### src/rtl/dct_2d_stream.sv
// Streaming N x N row/column 2D transform around an external 1D engine, with per-block bypass.
// Optional build macro DCT_LEVEL_SHIFT_EN: inputs are level-shifted to signed before the row pass.
module dct_2d_stream #(
  parameter int N       = 8,
  parameter int IN_W    = 8,
  parameter int OUT_W   = 12,
  parameter int ENG_LAT = 1
) (
  input  logic                 clock,
  input  logic                 reset,
  input  logic                 in_valid,
  output logic                 in_ready,
  input  logic [N*IN_W-1:0]    in_row,
  input  logic                 bypass,
  output logic [N*OUT_W-1:0]   eng_in,
  input  logic [N*OUT_W-1:0]   eng_out,
  output logic                 out_valid,
  input  logic                 out_ready,
  output logic [N*OUT_W-1:0]   out_row,
  output logic                 busy
);

  localparam int CW = $clog2(N);
  localparam logic [CW-1:0] LAST = CW'(N - 1);

  typedef enum logic [2:0] {
    LOAD    = 3'd0,
    DRAIN_R = 3'd1,
    COL     = 3'd2,
    DRAIN_C = 3'd3,
    OUT     = 3'd4
  } state_t;

  // Widen one input sample to engine width (flipping the MSB is the same as subtracting 2^(IN_W-1)).
  function automatic logic [OUT_W-1:0] conv_elem(input logic [IN_W-1:0] x);
`ifdef DCT_LEVEL_SHIFT_EN
    conv_elem = {{(OUT_W-IN_W){~x[IN_W-1]}}, ~x[IN_W-1], x[IN_W-2:0]};
`else
    conv_elem = {{(OUT_W-IN_W){1'b0}}, x};
`endif
  endfunction

  state_t state_q, state_d;

  logic [CW-1:0]      row_cnt_q, row_cnt_d;
  logic [CW-1:0]      col_cnt_q, col_cnt_d;
  logic [CW-1:0]      out_cnt_q, out_cnt_d;
  logic               byp_q, byp_d;
  logic [ENG_LAT-1:0] tag_v_q, tag_v_d;
  logic [CW-1:0]      tag_idx_q [ENG_LAT];
  logic [CW-1:0]      tag_idx_d [ENG_LAT];
  logic [N*OUT_W-1:0] eng_in_q, eng_in_d;
  logic [N*OUT_W-1:0] out_row_q, out_row_d;
  logic               out_valid_q, out_valid_d;
  logic               in_ready_q, in_ready_d;
  logic               busy_q, busy_d;
  logic [N*OUT_W-1:0] row_buf_q [N];
  logic [N*OUT_W-1:0] row_buf_d [N];
  logic [N*OUT_W-1:0] col_buf_q [N];
  logic [N*OUT_W-1:0] col_buf_d [N];

  logic          in_fire_s;
  logic          out_fire_s;
  logic          eff_byp_s;
  logic          tags_empty_s;
  logic          load_out_s;
  logic [CW-1:0] out_sel_s;

  assign in_fire_s    = in_valid & in_ready_q;
  assign out_fire_s   = out_valid_q & out_ready;
  assign eff_byp_s    = (row_cnt_q == '0) ? bypass : byp_q;
  assign tags_empty_s = ~|tag_v_q;

  // State register.
  always_ff @(posedge clock or posedge reset) begin
    if (reset) begin
      state_q <= LOAD;
    end else begin
      state_q <= state_d;
    end
  end

  // Next-state logic.
  always_comb begin
    state_d = state_q;
    case (state_q)
      LOAD: begin
        if (in_fire_s && (row_cnt_q == LAST)) begin
          state_d = eff_byp_s ? OUT : DRAIN_R;
        end else begin
          state_d = LOAD;
        end
      end
      DRAIN_R: begin
        if (tags_empty_s) begin
          state_d = COL;
        end else begin
          state_d = DRAIN_R;
        end
      end
      COL: begin
        if (col_cnt_q == LAST) begin
          state_d = DRAIN_C;
        end else begin
          state_d = COL;
        end
      end
      DRAIN_C: begin
        if (tags_empty_s) begin
          state_d = OUT;
        end else begin
          state_d = DRAIN_C;
        end
      end
      OUT: begin
        if (out_fire_s && (out_cnt_q == LAST)) begin
          state_d = LOAD;
        end else begin
          state_d = OUT;
        end
      end
      default: state_d = LOAD;
    endcase
  end

  // Handshake and status outputs follow the upcoming state so they are registered.
  always_comb begin
    in_ready_d  = (state_d == LOAD);
    out_valid_d = (state_d == OUT);
    busy_d      = (state_d != LOAD) || (row_cnt_d != '0);
  end

  // Datapath: counters, tag pipe, engine feed, buffer writes and output row selection.
  always_comb begin
    row_cnt_d  = row_cnt_q;
    col_cnt_d  = col_cnt_q;
    out_cnt_d  = out_cnt_q;
    byp_d      = byp_q;
    eng_in_d   = eng_in_q;
    row_buf_d  = row_buf_q;
    col_buf_d  = col_buf_q;
    load_out_s = 1'b0;
    out_sel_s  = '0;

    tag_v_d[0]   = 1'b0;
    tag_idx_d[0] = '0;
    for (int i = ENG_LAT - 1; i > 0; i--) begin
      tag_v_d[i]   = tag_v_q[i-1];
      tag_idx_d[i] = tag_idx_q[i-1];
    end

    // The pass in flight is implied by the state: drain states never overlap the other pass.
    if (tag_v_q[ENG_LAT-1]) begin
      if ((state_q == COL) || (state_q == DRAIN_C)) begin
        col_buf_d[tag_idx_q[ENG_LAT-1]] = eng_out;
      end else begin
        row_buf_d[tag_idx_q[ENG_LAT-1]] = eng_out;
      end
    end else begin
      row_buf_d = row_buf_q;
    end

    case (state_q)
      LOAD: begin
        if (in_fire_s) begin
          row_cnt_d = (row_cnt_q == LAST) ? '0 : row_cnt_q + 1'b1;
          byp_d     = eff_byp_s;
          if (eff_byp_s) begin
            for (int c = 0; c < N; c++) begin
              col_buf_d[c][row_cnt_q*OUT_W +: OUT_W] = conv_elem(in_row[c*IN_W +: IN_W]);
            end
            load_out_s = (row_cnt_q == LAST);
          end else begin
            for (int c = 0; c < N; c++) begin
              eng_in_d[c*OUT_W +: OUT_W] = conv_elem(in_row[c*IN_W +: IN_W]);
            end
            tag_v_d[0]   = 1'b1;
            tag_idx_d[0] = row_cnt_q;
          end
        end else begin
          row_cnt_d = row_cnt_q;
        end
      end
      DRAIN_R: begin
        col_cnt_d = '0;
      end
      COL: begin
        for (int r = 0; r < N; r++) begin
          eng_in_d[r*OUT_W +: OUT_W] = row_buf_q[r][col_cnt_q*OUT_W +: OUT_W];
        end
        tag_v_d[0]   = 1'b1;
        tag_idx_d[0] = col_cnt_q;
        col_cnt_d    = (col_cnt_q == LAST) ? '0 : col_cnt_q + 1'b1;
      end
      DRAIN_C: begin
        load_out_s = tags_empty_s;
        out_cnt_d  = '0;
      end
      OUT: begin
        if (out_fire_s) begin
          if (out_cnt_q == LAST) begin
            out_cnt_d = '0;
          end else begin
            out_cnt_d  = out_cnt_q + 1'b1;
            load_out_s = 1'b1;
            out_sel_s  = out_cnt_q + 1'b1;
          end
        end else begin
          out_cnt_d = out_cnt_q;
        end
      end
      default: begin
        row_cnt_d = '0;
        col_cnt_d = '0;
        out_cnt_d = '0;
      end
    endcase

    // Output row r gathers element r of every column result.
    if (load_out_s) begin
      for (int c = 0; c < N; c++) begin
        out_row_d[c*OUT_W +: OUT_W] = col_buf_q[c][out_sel_s*OUT_W +: OUT_W];
      end
    end else begin
      out_row_d = out_row_q;
    end
  end

  // Control and output registers.
  always_ff @(posedge clock or posedge reset) begin
    if (reset) begin
      row_cnt_q   <= '0;
      col_cnt_q   <= '0;
      out_cnt_q   <= '0;
      byp_q       <= 1'b0;
      tag_v_q     <= '0;
      eng_in_q    <= '0;
      out_row_q   <= '0;
      out_valid_q <= 1'b0;
      in_ready_q  <= 1'b1;
      busy_q      <= 1'b0;
      for (int i = 0; i < ENG_LAT; i++) begin
        tag_idx_q[i] <= '0;
      end
    end else begin
      row_cnt_q   <= row_cnt_d;
      col_cnt_q   <= col_cnt_d;
      out_cnt_q   <= out_cnt_d;
      byp_q       <= byp_d;
      tag_v_q     <= tag_v_d;
      eng_in_q    <= eng_in_d;
      out_row_q   <= out_row_d;
      out_valid_q <= out_valid_d;
      in_ready_q  <= in_ready_d;
      busy_q      <= busy_d;
      for (int i = 0; i < ENG_LAT; i++) begin
        tag_idx_q[i] <= tag_idx_d[i];
      end
    end
  end

  // Transpose buffers hold no state that matters across reset.
  always_ff @(posedge clock) begin
    row_buf_q <= row_buf_d;
    col_buf_q <= col_buf_d;
  end

  assign in_ready  = in_ready_q;
  assign out_valid = out_valid_q;
  assign out_row   = out_row_q;
  assign eng_in    = eng_in_q;
  assign busy      = busy_q;

endmodule
### config.mk
export PLATFORM = sky130hd
export DESIGN_NAME = dct_2d_stream
export DESIGN_NICKNAME = d
export VERILOG_FILES = /design/src/rtl/dct_2d_stream.sv
export SDC_FILE = /design/constraint.sdc
export NUM_CORES = 2
export LEC_CHECK = 0
export CAP_MARGIN = 20
export CORE_MARGIN = 5
export CORE_UTILIZATION = 51
export CTS_BUF_LIST = sky130_fd_sc_hd__clkbuf_8
export DETAILED_ROUTE_END_ITERATION = 8
export PLACE_DENSITY = 0.78
export SYNTH_ARGS = -nofsm -noshare
export SYNTH_HDL_FRONTEND = slang
export SYNTH_SLANG_ARGS = --single-unit
### constraint.sdc
create_clock -name clock -period 9.3 [get_ports clock]
set_input_delay 1.86 -clock clock [delete_from_list [all_inputs] [get_ports clock]]
set_output_delay 1.86 -clock clock [all_outputs]
set_load 0.02 [all_outputs]
==> impl_metrics.ini <==
[sta]
finalWorstSetupSlack_ns = 3.144
timing.slew.headroom_pct = 12.13
worstMarginPinSlew_ns = 1.318
finClkSkew_ns = 0.09571
finalMaxSlewViolations = 0
fin_crit_ns = 6.156
setup_viol = 0
hold_viol = 0
finalSetupTns_ns = 0
fin_crit_sh_pct = 66.19
rsz0062_at_grt = false
fmax_mhz = 162.5

[logic_synthesis]
synthTopCellsByArea = edfxtp_1 29%, mux2i_1 19%, dfxtp_1 19%, dfrtp_1 6.6%, mux4_2 5.4%
synthMuxAreaShare_pct = 25.06
synthSimpleGateAreaFrac_pct = 6.168
synth_compound_area_share_pct = 10.15
synth_top_area_share_pct = 28.86
synth_edf_count = 768
async_flop_share_pct = 12.13
synth_area_sq_um = 79920
yosysUniqueCellTypes = 82
synth-main-ff-cell = edfxtp_1
synth_top_family_by_area = multiplexers
synth.avg_cell_area_sq_um = 12.13
synth_fa_ha_area_share_pct = 0.2129
syn-num-nets = 6766
synth.largest_area_cell = edfxtp_1
syn_inst = 6588
synthXorXnorAreaFrac_pct = 0.1378
synth_seq_cells = 1748
ys_warn_count = 0
ys_seq_area_share_pct = 54.73

[grt]
grt_pass1_wl_um = 474400
grt_max_degree = 193
grt_use_met2_pct = 55.05
grt_util_met1_pct = 49.93
grt_pass1_vias = 61801
grt-busiest-layer = met2
gr-usage-met3_pct = 21.34
antenna_found_initial = 49
globalRouteTotalUtil_pct = 41.23
grt_overflow = 0

[hold_path]
min-delay-start = out_row[60]
hold_class = flop to flop
whs_endpoint = out_row[60]
hold_depth = 2

[layout]
finalInstanceArea_sq_um = 90620
area_growth_pct = 13.39
fin_nets = 6961
drive_gt1_share_pct = 13.82
final_util_pct = 58.08

[placement]
placed_area_sq_um = 84960
post-place-ws_ns = 3.146
io_buffers = 359
gp_congestion = 1.032
hpwl_um = 200900

[clock_tree]
cts_hold_buf = 0
path_clk_slew_ns = 0.06
cts_sinks = 1748
cts_resized = 0
cts_root_buf = clkbuf_8
numCtsBuffers = 302
clk_latency_ns = 1.10
h-tree-depth = 5
cts_setup_buffers = 0
cts_tree = done
cts_max_path_buffers = 4

[die]
initial_core_util_pct = 51.22
ioPinCount = 360
dieHeight_um = 405.9
rows = 145
coreArea_sq_um = 156000
die_w_um = 405.9
dieArea_sq_um = 164700

[pwr]
switching_share_pct = 42.39
netSwitchingPower_uw = 12970
comb_power_share_pct = 41.1
p_clk_share_pct = 21.5
power_frac_seq_pct = 37.3
ir_worst_vdd_mv = 0.2870
p_int_uw = 17620
report.power.total_uw = 30590
p_per_area_nw_per_um2 = 337.6
leakage_uw = 0.03549

[worst_setup_path]
cp.required_ns = 10.21
r2r_end = col_buf_q[186]
reg2reg_from = row_cnt_q[0]
worstPathArrival_ns = 7.06
reg2reg_slack_ns = 3.14
crit_path_end_kind = flop
crit_type = flop to flop
crit_path_max_fanout = 33
worstRegToRegCells = 10
cp-start-kind = flop

[routing]
viasPerCell = 7.157
drt_iter0_drc = 12294
dr.pass1.iters = 6
via_count = 65277
routed_wl_um = 347800
drc_errors = 0
ant_nets = 0
wl_per_cell_um = 38.13

[flow_run]
drv_cap = 0

[outcome]
status = completed
[registers in the layout, indices dropped and copies added (netlist names), 96 cells and up]
register   flops
out_row       96
eng_in        96
col_buf_q    768
row_buf_q    768
[cells in the mapped netlist (19+ instances only)]
master       n
buf_1       97
and2_1      24
clkbuf_1   354
nor2_1     141
a21oi_1    500
mux2i_1   1540
a32o_1      29
dfxtp_1    768
buf_2      183
nand2_1    802
edfxtp_1   768
or2_2       35
a22o_1     167
nand2b_1    45
nand3_1     19
mux2_2      26
o21ai_0    128
mux4_2     192
a22oi_1     99
o31ai_1     71
o22ai_1     92
a31oi_1     21
dfrtp_1    211
a21o_1      58
[cell usage in the layout, fill, tap and decap left out, drive strengths merged, types with 64 or more instances in the layout]
master / instances
inv: 137
diode: 64
a21oi: 500
buf: 243
mux2i: 1540
nand2: 802
a22o: 167
edfxtp: 768
o21ai: 132
nor2: 142
clkbuf: 336
clkdlybuf4s50: 302
dfrtp: 211
a22oi: 99
o31ai: 72
o22ai: 92
mux4: 192
dfxtp: 768
[kinds of logic (layout without fill, tap and decap cells)]
logic type / after synthesis / count (layout)
muxes: 1758 / 1758
DFF: 1748 / 1748
buffers and inverters: 665 / 1076
and+or+nand+nor: 1150 / 1150
adders and majority gates: 13 / 13
other: 0 / 64
xor gates and xnor gates: 10 / 10
AOI/OAI and AO/OA: 1244 / 1244
[stage by stage]
stage,hold WS (ns),std cells
after global routing,0.5070,9064
final,0.4766,9121
after global placement,0.4629,8535
after floorplan,0.4699,6588
after detailed placement,0.4611,8535
after CTS,0.4835,9055
[worst max-delay path: stages, from the launching register on]
cell,delay (ns)
dfrtp_4,0.74
ha_1,0.37
fa_1,0.73
xor2_2,0.26
nor3b_1,0.26
ha_1,0.46
a31oi_1,0.30
nand3_1,0.59
nor3_4,1.19
buf_4,0.80
mux2i_1,0.27
[power groups by stage]
stage	sequential, uW	clock (uW)	combinational (uW)
after floorplan	11400	0	6840
after global placement	11400	0	11700
after detailed placement	11500	0	11900
after CTS	11400	6550	11900
after global routing	11600	6920	12800
final	11400	6590	12600
[per-layer routing]
| layer | wire length, um | up-vias |
|---|---|---|
| met5 | 349 | - |
| met3 | 62480 | 1872 |
| met1 | 114200 | 31511 |
| li1 | - | 24932 |
| met2 | 137500 | 6928 |
| met4 | 33230 | 34 |
[cell type report]
class | instances | area (sq um)
fillers | 12388 | 65410
flip-flops and latches | 1748 | 43760
multi-input cells | 4175 | 33790
repair buffers | 545 | 4816
clock buffers | 336 | 4624
well taps | 2058 | 2575
clock inverters | 184 | 844.6
diodes | 64 | 160.2
inverters | 11 | 48.80
[how the worst max path moves through the flow]
stage | from | end | slack [ns] | depth (start not counted)
finish | row_cnt_q[0] | col_buf_q[186] | 3.14 | 10
global placement | in_valid | col_buf_q[280] | 3.22 | 7
floorplan | state_q[2] | row_buf_q[480] | 1.24 | 4
CTS | row_cnt_q[0] | col_buf_q[281] | 3.47 | 10
detailed placement | in_valid | col_buf_q[186] | 3.15 | 7
global route | row_cnt_q[0] | col_buf_q[187] | 3.18 | 10
(Power assumes the default switching activity.)
